===== config.mk =====
export PLATFORM = sky130hd
export DESIGN_NAME = glb_buf_writer_flat
export DESIGN_NICKNAME = d
export VERILOG_FILES = /design/src/rtl/glb_buf_writer_if.sv /design/src/rtl/glb_buf_writer.sv /design/src/flat_wrapper.sv
export SDC_FILE = /design/constraint.sdc
export NUM_CORES = 1
export LEC_CHECK = 0
export BUFFER_PORTS_ARGS = -buffer_cell sky130_fd_sc_hd__buf_2
export CORE_AREA = 2 2 182 219
export CTS_BUF_LIST = sky130_fd_sc_hd__clkbuf_16
export CTS_CLUSTER_SIZE = 24
export DETAILED_ROUTE_END_ITERATION = 7
export DIE_AREA = 0 0 184 221
export HOLD_SLACK_MARGIN = 0.1
export SKIP_CTS_REPAIR_TIMING = 1
export SYNTH_ARGS = -nofsm -noshare
export SYNTH_HDL_FRONTEND = slang
export SYNTH_SLANG_ARGS = --single-unit

===== constraint.sdc =====
create_clock -name clk -period 2.1 [get_ports clk]
set_clock_uncertainty 0.05 [all_clocks]
set_input_delay 0.105 -clock clk [delete_from_list [all_inputs] [get_ports clk]]
set_output_delay 0.105 -clock clk [all_outputs]
set_load 0.02 [all_outputs]

===== src/rtl/glb_buf_writer_if.sv =====
// Stream-in / buffer-write bundle of the global-buffer writer.
// GLB_BUF_WRITER_WMASK_EN adds the per-lane write mask buf_wmask.
interface glb_buf_writer_if #(
  parameter int DATA_WIDTH  = 16,
  parameter int NUM_COL     = 8,
  parameter int BUFFER_SIZE = 512
);
  localparam int AW = $clog2(BUFFER_SIZE);
  localparam int NW = $clog2(BUFFER_SIZE * NUM_COL) + 1;

  logic                          start;
  logic [AW-1:0]                 base_addr;
  logic [NW-1:0]                 num_words;
  logic                          in_valid;
  logic [DATA_WIDTH-1:0]         in_data;
  logic                          in_ready;
  logic                          buf_wen;
  logic [AW-1:0]                 buf_addr;
  logic [NUM_COL*DATA_WIDTH-1:0] buf_wdata;
  logic                          busy;
  logic                          done;
`ifdef GLB_BUF_WRITER_WMASK_EN
  logic [NUM_COL-1:0]            buf_wmask;

  modport master (
    output start, base_addr, num_words, in_valid, in_data,
    input  in_ready, buf_wen, buf_addr, buf_wdata, busy, done, buf_wmask
  );
  modport slave (
    input  start, base_addr, num_words, in_valid, in_data,
    output in_ready, buf_wen, buf_addr, buf_wdata, busy, done, buf_wmask
  );
`else
  modport master (
    output start, base_addr, num_words, in_valid, in_data,
    input  in_ready, buf_wen, buf_addr, buf_wdata, busy, done
  );
  modport slave (
    input  start, base_addr, num_words, in_valid, in_data,
    output in_ready, buf_wen, buf_addr, buf_wdata, busy, done
  );
`endif
endinterface


===== src/rtl/glb_buf_writer.sv =====
// Global-buffer write engine: packs NUM_COL stream words per line, writes lines at consecutive addresses.
// Optional macro GLB_BUF_WRITER_WMASK_EN drives buf_wmask (lanes holding stream words).
module glb_buf_writer #(
  parameter int DATA_WIDTH  = 16,
  parameter int NUM_COL     = 8,
  parameter int BUFFER_SIZE = 512
) (
  input  logic            clk,
  input  logic            rst,
  glb_buf_writer_if.slave bus
);
  localparam int AW = $clog2(BUFFER_SIZE);
  localparam int NW = $clog2(BUFFER_SIZE * NUM_COL) + 1;
  localparam int CW = (NUM_COL > 1) ? $clog2(NUM_COL) : 1;
  localparam int LW = NUM_COL * DATA_WIDTH;

  typedef enum logic [1:0] {
    ST_IDLE  = 2'd0,
    ST_FILL  = 2'd1,
    ST_WRITE = 2'd2,
    ST_DONE  = 2'd3
  } state_t;

  state_t          state_q;
  logic [AW-1:0]   addr_q;
  logic [NW-1:0]   rem_q;
  logic [CW-1:0]   col_q;
  logic [LW-1:0]   line_q;
  logic            in_ready_q;
  logic            buf_wen_q;
  logic [AW-1:0]   buf_addr_q;
  logic [LW-1:0]   buf_wdata_q;
  logic            busy_q;
  logic            done_q;

  logic            hs_s;
  logic            close_s;
  logic [LW-1:0]   line_d;

  assign hs_s    = bus.in_valid & in_ready_q;
  assign close_s = hs_s & ((col_q == CW'(NUM_COL - 1)) | (rem_q == NW'(1'b1)));

  // Line register with the incoming word merged into lane col_q.
  always_comb begin
    line_d = line_q;
    for (int k = 0; k < NUM_COL; k++) begin
      if (CW'(k) == col_q) begin
        line_d[k*DATA_WIDTH +: DATA_WIDTH] = bus.in_data;
      end else begin
        line_d[k*DATA_WIDTH +: DATA_WIDTH] = line_q[k*DATA_WIDTH +: DATA_WIDTH];
      end
    end
  end

`ifdef GLB_BUF_WRITER_WMASK_EN
  logic [NUM_COL-1:0] wmask_q;
  logic [NUM_COL-1:0] wmask_d;

  // Lanes 0..col_q are occupied once the closing word lands.
  always_comb begin
    wmask_d = '0;
    for (int k = 0; k < NUM_COL; k++) begin
      if (CW'(k) <= col_q) begin
        wmask_d[k] = 1'b1;
      end else begin
        wmask_d[k] = 1'b0;
      end
    end
  end

  // Mask is captured together with the line it describes.
  always_ff @(posedge clk) begin
    if (rst) begin
      wmask_q <= '0;
    end else if (state_q == ST_FILL && close_s) begin
      wmask_q <= wmask_d;
    end else begin
      wmask_q <= wmask_q;
    end
  end

  assign bus.buf_wmask = wmask_q;
`endif

  // Job sequencer: IDLE -> FILL <-> WRITE -> DONE, all outputs registered.
  always_ff @(posedge clk) begin
    if (rst) begin
      state_q     <= ST_IDLE;
      addr_q      <= '0;
      rem_q       <= '0;
      col_q       <= '0;
      line_q      <= '0;
      in_ready_q  <= 1'b0;
      buf_wen_q   <= 1'b0;
      buf_addr_q  <= '0;
      buf_wdata_q <= '0;
      busy_q      <= 1'b0;
      done_q      <= 1'b0;
    end else begin
      case (state_q)
        ST_IDLE: begin
          buf_wen_q <= 1'b0;
          done_q    <= 1'b0;
          if (bus.start) begin
            if (bus.num_words != '0) begin
              addr_q     <= bus.base_addr;
              rem_q      <= bus.num_words;
              col_q      <= '0;
              line_q     <= '0;
              busy_q     <= 1'b1;
              in_ready_q <= 1'b1;
              state_q    <= ST_FILL;
            end else begin
              done_q  <= 1'b1;
              state_q <= ST_DONE;
            end
          end
        end
        ST_FILL: begin
          if (hs_s) begin
            rem_q  <= rem_q - NW'(1'b1);
            col_q  <= col_q + CW'(1'b1);
            line_q <= line_d;
            if (close_s) begin
              in_ready_q  <= 1'b0;
              buf_wen_q   <= 1'b1;
              buf_addr_q  <= addr_q;
              buf_wdata_q <= line_d;
              state_q     <= ST_WRITE;
            end
          end
        end
        ST_WRITE: begin
          buf_wen_q <= 1'b0;
          // Address width equals log2(BUFFER_SIZE), so the increment wraps naturally.
          addr_q    <= addr_q + AW'(1'b1);
          col_q     <= '0;
          line_q    <= '0;
          if (rem_q != '0) begin
            in_ready_q <= 1'b1;
            state_q    <= ST_FILL;
          end else begin
            done_q  <= 1'b1;
            state_q <= ST_DONE;
          end
        end
        ST_DONE: begin
          done_q  <= 1'b0;
          busy_q  <= 1'b0;
          state_q <= ST_IDLE;
        end
        default: begin
          state_q    <= ST_IDLE;
          in_ready_q <= 1'b0;
          buf_wen_q  <= 1'b0;
          busy_q     <= 1'b0;
          done_q     <= 1'b0;
        end
      endcase
    end
  end

  assign bus.in_ready  = in_ready_q;
  assign bus.buf_wen   = buf_wen_q;
  assign bus.buf_addr  = buf_addr_q;
  assign bus.buf_wdata = buf_wdata_q;
  assign bus.busy      = busy_q;
  assign bus.done      = done_q;
endmodule

===== src/flat_wrapper.sv =====
// flat-port wrapper written by rule: the top's interface ports become plain ports
module glb_buf_writer_flat 
#(
  parameter int DATA_WIDTH  = 16,
  parameter int NUM_COL     = 8,
  parameter int BUFFER_SIZE = 512
)
  (clk, rst, bus_start, bus_base_addr, bus_num_words, bus_in_valid, bus_in_data, bus_in_ready, bus_buf_wen, bus_buf_addr, bus_buf_wdata, bus_busy, bus_done);
  glb_buf_writer_if #(.DATA_WIDTH(DATA_WIDTH), .NUM_COL(NUM_COL), .BUFFER_SIZE(BUFFER_SIZE)) bus_i ();
  input  logic clk;
  input  logic rst;
  input wire logic [$bits(bus_i.start)-1:0] bus_start;
  input wire logic [$bits(bus_i.base_addr)-1:0] bus_base_addr;
  input wire logic [$bits(bus_i.num_words)-1:0] bus_num_words;
  input wire logic [$bits(bus_i.in_valid)-1:0] bus_in_valid;
  input wire logic [$bits(bus_i.in_data)-1:0] bus_in_data;
  output wire logic [$bits(bus_i.in_ready)-1:0] bus_in_ready;
  output wire logic [$bits(bus_i.buf_wen)-1:0] bus_buf_wen;
  output wire logic [$bits(bus_i.buf_addr)-1:0] bus_buf_addr;
  output wire logic [$bits(bus_i.buf_wdata)-1:0] bus_buf_wdata;
  output wire logic [$bits(bus_i.busy)-1:0] bus_busy;
  output wire logic [$bits(bus_i.done)-1:0] bus_done;
  assign bus_i.start = bus_start;
  assign bus_i.base_addr = bus_base_addr;
  assign bus_i.num_words = bus_num_words;
  assign bus_i.in_valid = bus_in_valid;
  assign bus_i.in_data = bus_in_data;
  assign bus_in_ready = bus_i.in_ready;
  assign bus_buf_wen = bus_i.buf_wen;
  assign bus_buf_addr = bus_i.buf_addr;
  assign bus_buf_wdata = bus_i.buf_wdata;
  assign bus_busy = bus_i.busy;
  assign bus_done = bus_i.done;
  glb_buf_writer #(.DATA_WIDTH(DATA_WIDTH), .NUM_COL(NUM_COL), .BUFFER_SIZE(BUFFER_SIZE)) u_core (.clk(clk), .rst(rst), .bus(bus_i));
endmodule

=== Word-level counts from Yosys, hierarchy flattened ===
Cells that the tools add are included.

* Input bits: 42
* Bits in registers: 296
* Word-level logic and storage cells: 98

* Eq/ne operators: 18
* Reduce and logical (&&, ||, !) cells: 20
* Multiplexer cells: 43
* Bitwise operators: 3
* Add/sub/neg operators: 3

{| class="wikitable"
|+ Operators by type and width
! operator !! count
|-
| two-way mux 128 bit || 3
|-
| one-hot mux 128 bit (3 select lines) || 1
|-
| two-way mux 16 bit || 8
|-
| two-way mux 13 bit || 3
|-
| one-hot mux 13 bit (2 select lines) || 1
|-
| nonzero test 13 bit || 2
|-
| two-way mux 9 bit || 2
|-
| one-hot mux 9 bit (2 select lines) || 1
|-
| AND reduction 3 bit || 5
|-
| equality test 13 x 1 -> 1 bit (second input constant) || 1
|-
| subtractor 13 x 1 -> 13 bit (second input constant) || 1
|-
| equality test 3 bit (first input constant) || 4
|-
| two-way mux 1 bit || 10
|-
| two-way mux 2 bit || 5
|-
| adder 9 x 1 -> 9 bit (second input constant) || 1
|-
| two-way mux 3 bit || 3
|-
| one-hot mux 3 bit (3 select lines) || 1
|-
| != test 2 x 1 -> 1 bit (second input constant) || 4
|-
| one-hot mux 2 bit (4 select lines) || 1
|-
| AND reduction 4 bit || 2
|-
| nonzero test 2 bit || 4
|-
| equality test 2 x 3 -> 1 bit (first input constant) || 2
|-
| one-hot mux 1 bit (3 select lines) || 2
|-
| AND reduction 6 bit || 1
|-
| 14 further kinds || 19
|}

=== Logic depth before layout (Yosys ltp) ===
* Word-level depth: 6
* Depth in mapped cells: 9

=== Worst setup path before layout ===
Ideal clock, no wire load.

* Path type: register -> register
* Start point: reg u_core.in_ready_q (netlist: u_core.bus.in_ready)
* End point: reg u_core.line_q[102]
* Data required time: 1.918 ns
* Arrival: 1.776 ns
* Buffers on the path: 3
* Stages on the path, launching flop included: 8
* Period minus slack after synthesis: 1.958 ns
* Setup time: 0.132 ns
* Slack: 0.142 ns
* Cells stage by stage: dfxtp_1 and4b_1 buf_2 nor2_1 buf_4 a211oi_2 buf_2 o32ai_1

* Word-level cells in the longest chain between the ends: 3

{| class="wikitable"
|+ Ends and longest elaborated chain
! item !! RTL line !! RTL
|-
| start: declaration || glb_buf_writer.sv:29 || <nowiki>logic in_ready_q;</nowiki>
|-
| start signal: assignment || glb_buf_writer.sv:93 || <nowiki>in_ready_q <= 1'b0;</nowiki>
|-
| start signal: assignment || glb_buf_writer.sv:111 || <nowiki>in_ready_q <= 1'b1;</nowiki>
|-
| start signal: assignment || glb_buf_writer.sv:125 || <nowiki>in_ready_q <= 1'b0;</nowiki>
|-
| AND 1 bit || glb_buf_writer.sv:40 || <nowiki>assign hs_s = bus.in_valid & in_ready_q;</nowiki>
|-
| != test 2 x 1 -> 1 bit (no line) || n/a ||
|-
| AND reduction 4 bit (no line) || n/a ||
|-
| end signal: assignment || glb_buf_writer.sv:123 || <nowiki>line_q <= line_d;</nowiki>
|-
| end: declaration || glb_buf_writer.sv:28 || <nowiki>logic [LW-1:0] line_q;</nowiki>
|}

No other way between the ends.
A chain may end at the register's enable or synchronous reset.

=== Final worst setup path ===
* Start point: reg u_core.col_q[0]
* End point: reg u_core.buf_wdata_q[111] (netlist: u_core.bus.buf_wdata[111])

* Word-level cells in the longest chain between the ends: 4
* Elaborated cells between the ends (all ways): 6
* Those cells by class: 2 x eq/ne; 1 x mux; 2 x bitwise; 1 x reduce/logical

{| class="wikitable"
|+ Ends and longest elaborated chain
! item !! RTL line !! RTL
|-
| start: declaration || glb_buf_writer.sv:27 || <nowiki>logic [CW-1:0] col_q;</nowiki>
|-
| start signal: assignment || glb_buf_writer.sv:122 || <nowiki>col_q <= col_q + CW'(1'b1);</nowiki>
|-
| equality test 3 bit || glb_buf_writer.sv:41 || <nowiki>assign close_s = hs_s & ((col_q == CW'(NUM_COL - 1)) | (rem_q == NW'(1'b1)));</nowiki>
|-
| bitwise OR 1 bit || glb_buf_writer.sv:41 ||
|-
| AND 1 bit || glb_buf_writer.sv:41 ||
|-
| AND reduction 3 bit (no line) || n/a ||
|-
| end signal: assignment || glb_buf_writer.sv:128 || <nowiki>buf_wdata_q <= line_d;</nowiki>
|-
| end: declaration || glb_buf_writer.sv:32 || <nowiki>logic [LW-1:0] buf_wdata_q;</nowiki>
|}

Several ways; a longest one is shown, not always the timed one.

==> impl_metrics.xml <==
<?xml version="1.0" encoding="UTF-8"?>
<metrics>
  <group name="timing">
    <metric name="fin_crit" unit="ns">2.06</metric>
    <metric name="worst_pin_slew" unit="ns">0.748</metric>
    <metric name="hold_slack" unit="ns">0.110</metric>
    <metric name="ratio_of_final_minimum_period_to_clock_period" unit="%">98.0</metric>
    <metric name="setup_ws_post_layout" unit="ns">0.0426</metric>
    <metric name="finalMaxSlewViolations" unit="">0</metric>
    <metric name="rsz0062_at_grt" unit="">true</metric>
    <metric name="max_slew_margin" unit="%">50.0</metric>
    <metric name="setup_viol_count_final" unit="">0</metric>
    <metric name="timing.fmax" unit="MHz">486</metric>
    <metric name="hold_violations" unit="">0</metric>
  </group>
  <group name="global_route">
    <metric name="groute.layer.met3.usage" unit="%">2.85</metric>
    <metric name="grt_remaining_overflow" unit="">0</metric>
    <metric name="gr-max-usage-layer" unit="">met2</metric>
    <metric name="globalRouteMet2Util" unit="%">36.8</metric>
    <metric name="vias_in_the_first_global_route" unit="">11754</metric>
    <metric name="fraction_of_met1_tracks_used_by_global_routing" unit="%">28.9</metric>
    <metric name="grt_pass1_wl" unit="µm">70600</metric>
    <metric name="grt.total_usage" unit="%">22.0</metric>
    <metric name="largest_net_degree_at_the_start_of_global_routing" unit="">119</metric>
    <metric name="initial_antenna_violation_count" unit="">0</metric>
  </group>
  <group name="detailed_routing">
    <metric name="routed_wirelength" unit="µm">47400</metric>
    <metric name="drt_pass1_iterations" unit="">5</metric>
    <metric name="num_vias" unit="">12605</metric>
    <metric name="detail_route.wl_per_cell" unit="µm">22.0</metric>
    <metric name="drc_errors" unit="">0</metric>
    <metric name="detail_route.iter0.violations" unit="">1071</metric>
    <metric name="route.detailed.vias_per_inst" unit="">5.83</metric>
    <metric name="ant_nets" unit="">0</metric>
  </group>
  <group name="synth">
    <metric name="synth-main-ff-cell" unit="">dfxtp_1</metric>
    <metric name="syn_avg_cell_area" unit="µm²">9.05</metric>
    <metric name="ys_async_sr_fraction" unit="%">0</metric>
    <metric name="synthesis.nets" unit="">1523</metric>
    <metric name="yosysUniqueCellTypes" unit="">53</metric>
    <metric name="mappedNetlistArea" unit="µm²">13300</metric>
    <metric name="portion_of_the_post_synthesis_area_used_by_sequential_elements" unit="%">44.5</metric>
    <metric name="ys_ff_latch" unit="">296</metric>
    <metric name="ys.warnings.count" unit="">0</metric>
    <metric name="synthesis.instances" unit="">1471</metric>
    <metric name="synth-edff-count" unit="">0</metric>
  </group>
  <group name="power_and_ir_drop">
    <metric name="share_seq_of_total_power" unit="%">46.6</metric>
    <metric name="power.share.clock" unit="%">41.7</metric>
    <metric name="comb_power_share" unit="%">11.7</metric>
    <metric name="leakage" unit="nW">5.47</metric>
    <metric name="switching_share" unit="%">26.6</metric>
    <metric name="p_sw" unit="mW">3.29</metric>
    <metric name="cellPowerDensity" unit="nW/µm²">750</metric>
    <metric name="ir_worst_vdd" unit="mV">0.652</metric>
    <metric name="intPower" unit="mW">9.08</metric>
  </group>
  <group name="clock_network">
    <metric name="maximum_buffer_depth_of_the_clock_tree" unit="">3</metric>
    <metric name="worst_skew_pair.late_latency" unit="ns">0.57</metric>
    <metric name="cts_buffers" unit="">31</metric>
    <metric name="clkTransAtPathRegs" unit="ns">0.06</metric>
    <metric name="root_buffer" unit="">clkbuf_16</metric>
    <metric name="tritoncts" unit="">built</metric>
    <metric name="cts_num_sinks" unit="">296</metric>
    <metric name="htree_levels" unit="">1</metric>
  </group>
  <group name="critical_path">
    <metric name="timing.critical_path.slowest_cell_delay" unit="ns">0.34</metric>
    <metric name="critPathMostFrequentCell" unit="">ha_1</metric>
    <metric name="worstPathCellList" unit="">ha_1, ha_1, a41o_4, and2_4, clkbuf_16, a311oi_2</metric>
    <metric name="arrival" unit="ns">2.48</metric>
    <metric name="path_buf_inv" unit="">1</metric>
    <metric name="kind_of_cell_adding_the_most_delay_to_the_critical_path" unit="">adder cells</metric>
    <metric name="cp_slowest_cell" unit="">dfxtp_1</metric>
    <metric name="timing.critical_path.from" unit="">u_core.col_q[0]$_SDFFE_PP0P_</metric>
    <metric name="critical_path.reg2reg.startpoint" unit="">u_core.col_q[0]$_SDFFE_PP0P_</metric>
    <metric name="end_kind" unit="">register</metric>
    <metric name="required_time_worst_endpoint" unit="ns">2.52</metric>
    <metric name="critical_path_peak_fanout" unit="">19</metric>
    <metric name="setup.worst_path.class" unit="">register to register</metric>
    <metric name="critical_path.startpoint_type" unit="">register</metric>
  </group>
  <group name="die">
    <metric name="fp-row-count" unit="">79</metric>
    <metric name="core" unit="µm²">38500</metric>
    <metric name="die_y" unit="µm">221</metric>
    <metric name="overall_die_width" unit="µm">184</metric>
    <metric name="floorplan.die_area" unit="µm²">40700</metric>
    <metric name="io-pin-count" unit="">183</metric>
    <metric name="floorplan.initialDensity" unit="%">34.5</metric>
  </group>
  <group name="cells_and_area">
    <metric name="area_delta_synth_final" unit="%">23.9</metric>
    <metric name="layout.cells.most_common_list" unit="">dfxtp_1 (294), nand2_1 (213), buf_2 (181)</metric>
    <metric name="mostFrequentLayoutCell" unit="">dfxtp_1</metric>
    <metric name="multi_input_area" unit="µm²">6450</metric>
    <metric name="antenna-diode-count" unit="">0</metric>
    <metric name="fillCellCount" unit="">3812</metric>
    <metric name="sequential_cell_area" unit="µm²">5930</metric>
    <metric name="drive_above_1_share" unit="%">24.7</metric>
    <metric name="design.final.nets" unit="">1708</metric>
  </group>
  <group name="placed_design">
    <metric name="place_congestion" unit="">0.862</metric>
    <metric name="detailedPlacementHpwl" unit="µm">30500</metric>
    <metric name="port_buffers" unit="">182</metric>
    <metric name="pre_cts_ws" unit="ns">-0.187</metric>
  </group>
  <group name="min_path">
    <metric name="hold_path.class" unit="">primary input to register</metric>
    <metric name="min-delay-start" unit="">bus_num_words[8]</metric>
  </group>
  <group name="outcome">
    <metric name="run_status" unit="">finished, final reports clean</metric>
  </group>
  <group name="job">
    <metric name="cap_viol_max_count" unit="">0</metric>
  </group>
</metrics>
worst min-delay path: cells and delay by family:
kind	cells	cell delay, ns
buffers and inverters	2	0.26
and+or+nand+nor	2	0.20
AOI/OAI and AO/OA	1	0.11
metal layers:
| metal | vias up | share of wire, % |
|---|---|---|
| met5 | - | 0 |
| met4 | 0 | 3.1 |
| met3 | 71 | 6.3 |
| met2 | 508 | 48 |
| met1 | 6153 | 42 |
| li1 | 5873 | - |
state kept, by name, summed over array words and instances, names as in the netlist:
register,flops
u_core.addr_q,9
u_core.bus.buf_wen,1
u_core.bus.buf_addr,9
u_core.state_q,2
u_core.col_q,3
u_core.bus.in_ready,1
u_core.bus.done,1
u_core.bus.buf_wdata,128
u_core.bus.busy,1
u_core.rem_q,13
u_core.line_q,128
power groups by stage:
| stage | Clock [mW] | Combinational (mW) | Sequential [mW] |
|---|---|---|---|
| after floorplan | 0 | 0.794 | 5.87 |
| after global placement | 0 | 1.32 | 5.87 |
| after global routing | 5.44 | 1.53 | 5.77 |
| after CTS | 5.23 | 1.33 | 5.75 |
| after detailed placement | 0 | 1.33 | 5.88 |
| final | 5.16 | 1.45 | 5.76 |
metrics by stage:
step / util [%] / instance area (µm²) / power, mW / TNS [ns] / std cells
after floorplan: - / 13300 / 6.67 / 0 / 1471
after global placement: 38.8 / 14900 / 7.19 / -4.23 / 2063
after global routing: 42.8 / 16500 / 12.7 / -0.0247 / 2161
after detailed placement: 38.8 / 14900 / 7.21 / -11.47 / 2063
after CTS: 41.2 / 15900 / 12.3 / -15.11 / 2115
final: 42.8 / 16500 / 12.4 / 0 / 2161
cell usage after synthesis, drive strengths merged (2+ instances only):
cell type | n | share of area [%]
dfxtp | 296 | 45
nand2 | 213 | 6.0
a21oi | 167 | 6.3
o32ai | 129 | 8.5
clkbuf | 113 | 3.2
a311oi | 84 | 8.5
buf | 62 | 3.2
nand3 | 57 | 2.1
inv | 56 | 1.6
a211oi | 55 | 3.3
nor2 | 35 | 0.99
mux2i | 34 | 2.6
nand2b | 32 | 1.5
nand4 | 14 | 0.66
nor3 | 14 | 0.64
o21ai | 13 | 0.49
o31ai | 11 | 0.62
ha | 10 | 0.94
a31oi | 8 | 0.38
o311ai | 8 | 0.53
nor4 | 6 | 0.39
a221oi | 5 | 0.33
nor2b | 5 | 0.24
nor3b | 4 | 0.23
o22ai | 4 | 0.19
a31o | 3 | 0.20
a32oi | 3 | 0.20
and3 | 3 | 0.14
o41ai | 3 | 0.20
or4 | 3 | 0.17
a41oi | 2 | 0.13
and2 | 2 | 0.094
o2111ai | 2 | 0.13
o21a | 2 | 0.11
o21bai | 2 | 0.11
path summary, 6_finish.rpt:
kind / endpoint / cells past startpoint / slack, ns
worst max register to register: u_core.bus.buf_wdata[111]$_SDFFE_PP0P_ / 6 / 0.04
worst min register to register: u_core.line_q[104]$_SDFFE_PP0P_ / 2 / 0.41
worst max-delay path: u_core.bus.buf_wdata[111]$_SDFFE_PP0P_ / 6 / 0.04
worst min-delay path: u_core.rem_q[9]$_SDFFE_PP0P_ / 5 / 0.11
cell type report:
type                       count  area share, %
inverter                      57           1.30
sequential                   296           35.9
tap                          486           3.69
multi-input combinational    944           39.1
timing repair buffer         326           14.4
clock buffer                  31           4.70
clock inverter                21          0.880
logic make-up after synthesis:
kind of cell | synth area share (%)
fa+ha+maj | 0.940
flops | 44.5
compound gates | 30.4
mux | 2.56
simple gates | 13.6
buf+inv | 7.97
Note: power is estimated with default switching activity, not from simulation.
